==> src/rtl/hazard_ctrl_pkg.sv <==
// Shared types for the decode hazard / multiplier sequencing controller.
// Holds the FSM encoding, the zero register and the scoreboard entry layout.
package hazard_ctrl_pkg;

    // Widest register address a scoreboard entry can hold.
    localparam int SB_RD_W  = 8;
    localparam int REG_ZERO = 0;

    typedef enum logic [1:0] {
        IDLE      = 2'd0,
        MUL_BUSY  = 2'd1,
        MUL_ISSUE = 2'd2
    } hz_state_t;

    typedef struct packed {
        logic               valid;
        logic [SB_RD_W-1:0] rd;
    } sb_entry_t;

    function automatic logic rd_match(
        input sb_entry_t          e,
        input logic [SB_RD_W-1:0] rs
    );
        return e.valid && (e.rd != SB_RD_W'(REG_ZERO)) && (e.rd == rs);
    endfunction

endpackage

==> src/rtl/hazard_scoreboard.sv <==
// In-flight destination tracker for EX, MEM and WB.
// Flags a read-after-write hazard against any tracked writer.
module hazard_scoreboard
    import hazard_ctrl_pkg::*;
#(
    parameter int REG_AW     = 5,
    parameter int PIPE_DEPTH = 3
) (
    input  logic              clk,
    input  logic              rst,
    input  logic              id_valid,
    input  logic              id_wr_en,
    input  logic [REG_AW-1:0] id_rd,
    input  logic [REG_AW-1:0] id_rs_a,
    input  logic [REG_AW-1:0] id_rs_b,
    input  logic              id_uses_b,
    input  logic              bubble,
    output logic              raw
);

    sb_entry_t          sb [PIPE_DEPTH];
    sb_entry_t          ld;
    logic [SB_RD_W-1:0] rs_a;
    logic [SB_RD_W-1:0] rs_b;
    logic               hit;

    always_comb begin
        ld.valid = id_valid & id_wr_en & ~bubble
                 & (id_rd != REG_AW'(REG_ZERO));
        ld.rd    = SB_RD_W'(id_rd);
    end

    always_ff @(posedge clk or negedge rst) begin
        if (!rst) begin
            for (int i = 0; i < PIPE_DEPTH; i++) begin
                sb[i] <= '0;
            end
        end else begin
            sb[0] <= ld;
            for (int i = 1; i < PIPE_DEPTH; i++) begin
                sb[i] <= sb[i-1];
            end
        end
    end

    assign rs_a = SB_RD_W'(id_rs_a);
    assign rs_b = SB_RD_W'(id_rs_b);

    // WB is included: the register file write and the operand capture
    // happen on the same edge, so the read would see the stale value.
    always_comb begin
        hit = 1'b0;
        for (int i = 0; i < PIPE_DEPTH; i++) begin
            if (rd_match(sb[i], rs_a)) begin
                hit = 1'b1;
            end
            if (id_uses_b && rd_match(sb[i], rs_b)) begin
                hit = 1'b1;
            end
        end
    end

    assign raw = id_valid & hit;

endmodule

==> src/rtl/hazard_ctrl.sv <==
// Decode sequencing: RAW stall/bubble insertion and multiplier handshake.
// Owns the FSM, watchdog and saturating stall counter.
module hazard_ctrl
    import hazard_ctrl_pkg::*;
#(
    parameter int REG_AW      = 5,
    parameter int PIPE_DEPTH  = 3,
    parameter int MUL_TIMEOUT = 64,
    parameter int CNT_W       = 16
) (
    input  logic              clk,
    input  logic              rst,
    input  logic              id_valid,
    input  logic [REG_AW-1:0] id_rs_a,
    input  logic [REG_AW-1:0] id_rs_b,
    input  logic              id_uses_b,
    input  logic              id_wr_en,
    input  logic [REG_AW-1:0] id_rd,
    input  logic              id_is_mul,
    input  logic              mul_done,
    output logic              stall,
    output logic              bubble,
    output logic              mul_start,
    output logic              mul_busy,
    output logic              mul_timeout,
    output logic [CNT_W-1:0]  stall_cnt
);

    localparam int WD_W = $clog2(MUL_TIMEOUT) + 1;

    hz_state_t         state;
    hz_state_t         state_nxt;
    logic [WD_W-1:0]   wd_cnt;
    logic              raw;
    logic              stall_c;
    logic              bubble_c;
    logic              start_c;
    logic              busy_c;
    logic              wd_clr;
    logic              wd_inc;
    logic              wd_fire;

    hazard_scoreboard #(
        .REG_AW     (REG_AW),
        .PIPE_DEPTH (PIPE_DEPTH)
    ) u_sb (
        .clk       (clk),
        .rst       (rst),
        .id_valid  (id_valid),
        .id_wr_en  (id_wr_en),
        .id_rd     (id_rd),
        .id_rs_a   (id_rs_a),
        .id_rs_b   (id_rs_b),
        .id_uses_b (id_uses_b),
        .bubble    (bubble),
        .raw       (raw)
    );

    assign wd_fire = (wd_cnt == WD_W'(MUL_TIMEOUT - 1));

    always_comb begin
        state_nxt = state;
        stall_c   = 1'b0;
        bubble_c  = 1'b0;
        start_c   = 1'b0;
        busy_c    = 1'b0;
        wd_clr    = 1'b0;
        wd_inc    = 1'b0;
        unique case (state)
            IDLE: begin
                if (raw) begin
                    stall_c  = 1'b1;
                    bubble_c = 1'b1;
                end else if (id_valid && id_is_mul) begin
                    start_c   = 1'b1;
                    stall_c   = 1'b1;
                    bubble_c  = 1'b1;
                    wd_clr    = 1'b1;
                    state_nxt = MUL_BUSY;
                end
            end
            MUL_BUSY: begin
                stall_c  = 1'b1;
                bubble_c = 1'b1;
                busy_c   = 1'b1;
                wd_inc   = 1'b1;
                if (mul_done || wd_fire) begin
                    state_nxt = MUL_ISSUE;
                end
            end
            MUL_ISSUE: begin
                state_nxt = IDLE;
            end
            default: begin
                state_nxt = IDLE;
            end
        endcase
    end

    // Gated so a held decode input cannot leak through while in reset.
    assign stall     = rst & stall_c;
    assign bubble    = rst & bubble_c;
    assign mul_start = rst & start_c;
    assign mul_busy  = rst & busy_c;

    always_ff @(posedge clk or negedge rst) begin
        if (!rst) begin
            state <= IDLE;
        end else begin
            state <= state_nxt;
        end
    end

    always_ff @(posedge clk or negedge rst) begin
        if (!rst) begin
            wd_cnt <= '0;
        end else if (wd_clr) begin
            wd_cnt <= '0;
        end else if (wd_inc) begin
            wd_cnt <= wd_cnt + WD_W'(1);
        end
    end

    // Sticky: the late product is garbage and only reset clears the report.
    always_ff @(posedge clk or negedge rst) begin
        if (!rst) begin
            mul_timeout <= 1'b0;
        end else if (busy_c && wd_fire && !mul_done) begin
            mul_timeout <= 1'b1;
        end
    end

    always_ff @(posedge clk or negedge rst) begin
        if (!rst) begin
            stall_cnt <= '0;
        end else if (stall && (stall_cnt != '1)) begin
            stall_cnt <= stall_cnt + CNT_W'(1);
        end
    end

endmodule

==> config.mk <==
export PLATFORM = sky130hd
export DESIGN_NAME = hazard_ctrl
export DESIGN_NICKNAME = d
export VERILOG_FILES = /design/src/rtl/hazard_ctrl_pkg.sv /design/src/rtl/hazard_scoreboard.sv /design/src/rtl/hazard_ctrl.sv
export SDC_FILE = /design/constraint.sdc
export NUM_CORES = 1
export LEC_CHECK = 0
export CAP_MARGIN = 10
export CORE_ASPECT_RATIO = 0.8
export CORE_MARGIN = 2
export CORE_UTILIZATION = 51
export CTS_CLUSTER_DIAMETER = 200
export CTS_CLUSTER_SIZE = 12
export DETAILED_ROUTE_END_ITERATION = 6
export GPL_TIMING_DRIVEN = 0
export PLACE_DENSITY = 0.79
export SYNTH_ARGS = -nofsm -noshare
export SYNTH_HDL_FRONTEND = slang
export SYNTH_SLANG_ARGS = --single-unit
==> constraint.sdc <==
create_clock -name clk -period 2.9 [get_ports clk]
set_input_delay 0.58 -clock clk [delete_from_list [all_inputs] [get_ports clk]]
set_output_delay 0.58 -clock clk [all_outputs]
set_load 0.1 [all_outputs]
==> impl_metrics.json <==
{
  "status": "complete, but fails checks",
  "violations": "negative setup slack",
  "gp_congestion": 0.7715,
  "power_switching_uw": 890.2,
  "yosysWarnings": 0,
  "die_x_um": 76.52,
  "h-tree-depth": 2,
  "seq_area_frac_synth": 0.5131,
  "clock_path_buffers": 2,
  "rows": 21,
  "yosys.area_share.simple": 0.1761,
  "synthesis.nets": 228,
  "worstSetupPathType": "reg -> out",
  "p_seq_frac": 0.400,
  "critPathLaunchType": "register",
  "synth_top_family_by_area": "XOR/XNOR gates",
  "clkPwrFrac": 0.198,
  "synthAdderAreaFrac": 0.01166,
  "rsz0062_at_grt": "true",
  "synthArstFlopShare": 1.000,
  "synthCells": 204,
  "yosysMostFrequentCell": "dfrtp_1",
  "worst_pin_slew_ns": 0.9751,
  "hpwl_mm": 3.301,
  "cts_tree": "done",
  "p_leak_uw": 0.001280,
  "start_util": 0.5202,
  "clkLatencyLatePin_ns": 0.29,
  "setup_violations": 2,
  "cts_buffers": 5,
  "grt_max_degree": 36,
  "fin_total_pwr_uw": 2061,
  "syn_area_um2": 2146,
  "arrival_ns": 2.35,
  "synth_edf_count": 0,
  "clockRootBuffer": "clkbuf_8",
  "hold_ws_ns": 0.1633,
  "syn-mean-instance-area_um2": 10.52,
  "ios": 43,
  "fmax_mhz": 341.5,
  "swShare": 0.4319,
  "netlist.area_leader.share": 0.5131,
  "drv_cap": 0,
  "slew_headroom": 0.3479,
  "rr_endpoint": "stall_cnt[1]",
  "first_iter_violations": 95,
  "grt_pass1_wl_mm": 7.624,
  "critPathLaunch": "u_sb.sb[0]",
  "area.growth.synth_to_final_pct": 35.98,
  "grt_usage": 0.2121,
  "crit_slowest_cell": "or4_4",
  "clk_pin_slew_worst_paths_ns": 0.08,
  "dpl_worst_slack_ns": -1.404,
  "avgRoutedWirePerCell_um": 14.44,
  "path_delay_family": "simple AND/OR/NAND/NOR gates",
  "path_max_fanout": 3,
  "finalCritPeriodShare": 1.010,
  "nets": 291,
  "die-area_um2": 4745,
  "p_per_area_nw_per_um2": 706.4,
  "post_dp_cell_area_um2": 2678,
  "synth_top_cell_by_area": "dfrtp_1",
  "setup_slack_ns": -0.02815,
  "drt_first_pass_iters": 4,
  "finish.instance_area_um2": 2918,
  "port_buffers": 42,
  "dr_total_vias": 1648,
  "skew_ns": 0.004693,
  "worst_path_largest_cell_delay_ns": 0.54,
  "path_cells": "or4_4, o21ai_2, o22ai_2, a21o_1, buf_4, nor2_2, and2_4, buf_12",
  "timing.rr.start": "stall_cnt[0]",
  "ir_worst_vdd_mv": 0.8237,
  "hold_viol": 0,
  "combinationalPowerShare": 0.402,
  "ys_seq_elements": 44,
  "final_max_slew_viol_count": 0,
  "drc": 0,
  "synth_xor_area_frac": 0.1918,
  "antenna-diode-count": 0,
  "synthTopCellsByCount": "dfrtp_1 (44), xor2_1 (31), nor2_1 (23)",
  "synth_cell_types": 38,
  "vias_per_cell": 5.086,
  "drtAntennaViolNets": 0,
  "ys.flop_type": "dfrtp_1",
  "rr_worst_depth": 8,
  "synth_area_leaders": "dfrtp_1 (51%), xor2_1 (13%), xnor2_1 (6.5%)",
  "fill_cells": 312,
  "hp-class": "in -> async",
  "rrSetupSlack_ns": 0.44,
  "p_int_uw": 1171,
  "grt_overflow": 0,
  "clkSinkCount": 44,
  "drive_above_1_share": 0.1610,
  "wl_mm": 4.679,
  "antenna_found_initial": 0,
  "synth_compound_area_frac": 0.07988,
  "worstPathRequired_ns": 2.32,
  "die_h_um": 62.02,
  "synth_mux_area_frac": 0.009913,
  "cp.buffers_inverters": 2,
  "design.core.area_um2": 4125,
  "min_period_ns": 2.928,
  "grt_pass1_vias": 1584,
  "end_kind": "primary output"
}
[state kept, by name, summed over array words and instances (netlist names)]
name and count:
u_sb.sb 18, mul_timeout 1, stall_cnt 16, state 2, wd_cnt 7
[stage by stage]
step | instances | util | TNS, ns
6_report | 324 | 0.7073 | -0.05363
5_1_grt | 324 | 0.7073 | -0.3984
4_1_cts | 322 | 0.6994 | -0.08300
3_5_place_dp | 304 | 0.6491 | -4.251
3_3_place_gp | 303 | 0.6454 | -23.95
2_1_floorplan | 204 | - | -0.06034
[layer usage]
metal / global-route usage / wire, µm / vias to the layer above
met1: 0.2725 / 2263 / 779
met2: 0.3628 / 2160 / 31
met3: 0.06069 / 199 / 6
met5: 0 / 0 / -
met4: 0.06234 / 57 / 0
li1: - / - / 832
[kinds of logic (layout without fill, tap and decap cells)]
| family | after synthesis | after routing |
|---|---|---|
| and+or+nand+nor | 77 | 77 |
| xor gates and xnor gates | 47 | 47 |
| DFF | 44 | 44 |
| AOI/OAI and AO/OA | 25 | 25 |
| buffers and inverters | 7 | 70 |
| adders and majority gates | 2 | 2 |
| muxes | 2 | 2 |
[power by group through the flow]
stage / clock [µW] / sequential [µW] / combinational, µW
4_1_cts: 416 / 821 / 825
2_1_floorplan: 0 / 1160 / 250
3_3_place_gp: 0 / 832 / 791
3_5_place_dp: 0 / 835 / 803
5_1_grt: 447 / 842 / 873
6_report: 407 / 824 / 829
[layout by cell type, fill, tap and decap left out, types with 6 or more instances in the layout]
cell,instances
nand2_1,14
clkbuf_8,7
dfrtp_1,44
clkdlybuf4s50_1,27
xnor2_1,16
buf_4,12
xor2_1,31
nor2_1,21
nor3_1,7
nand3_1,8
nor4_1,6
[worst max path at each step]
stage | end | slack [ns] | depth (start not counted)
after detailed placement | stall | -1.40 | 10
after global placement | stall | -1.94 | 5
final | mul_start | -0.03 | 8
after CTS | stall | -0.06 | 10
after floorplan | stall | -0.06 | 8
after global routing | stall | -0.15 | 10
[worst register-to-register path, delay by kind of cell, from the launching register on]
kind / cells / cell delay (ns)
buffers and inverters: 2 / 0.27
AO/OA/AOI/OAI: 3 / 0.76
AND/OR/NAND/NOR: 1 / 0.38
flip-flops: 1 / 0.44
adder cells (fa/ha/maj): 1 / 0.19
multiplexers: 1 / 0.32
[repair_timing]
item	CTS	global route
hold buffers	0	0
gates resized for setup	46	11
pin swaps	6	8
endpoints found under the setup margin	4	3
buffers inserted	11	2
[area by class of cell]
type,count,area (µm²),share of cell area
buffer,3,35.03,0.01201
timing repair buffer,56,545.5,0.1870
multi-input combinational,153,1054,0.3611
clock buffer,7,96.34,0.03302
sequential,44,1101,0.3774
inverter,4,15.01,0.005146
tap,57,71.32,0.02444
No activity file was read; power rests on OpenSTA's default activity.
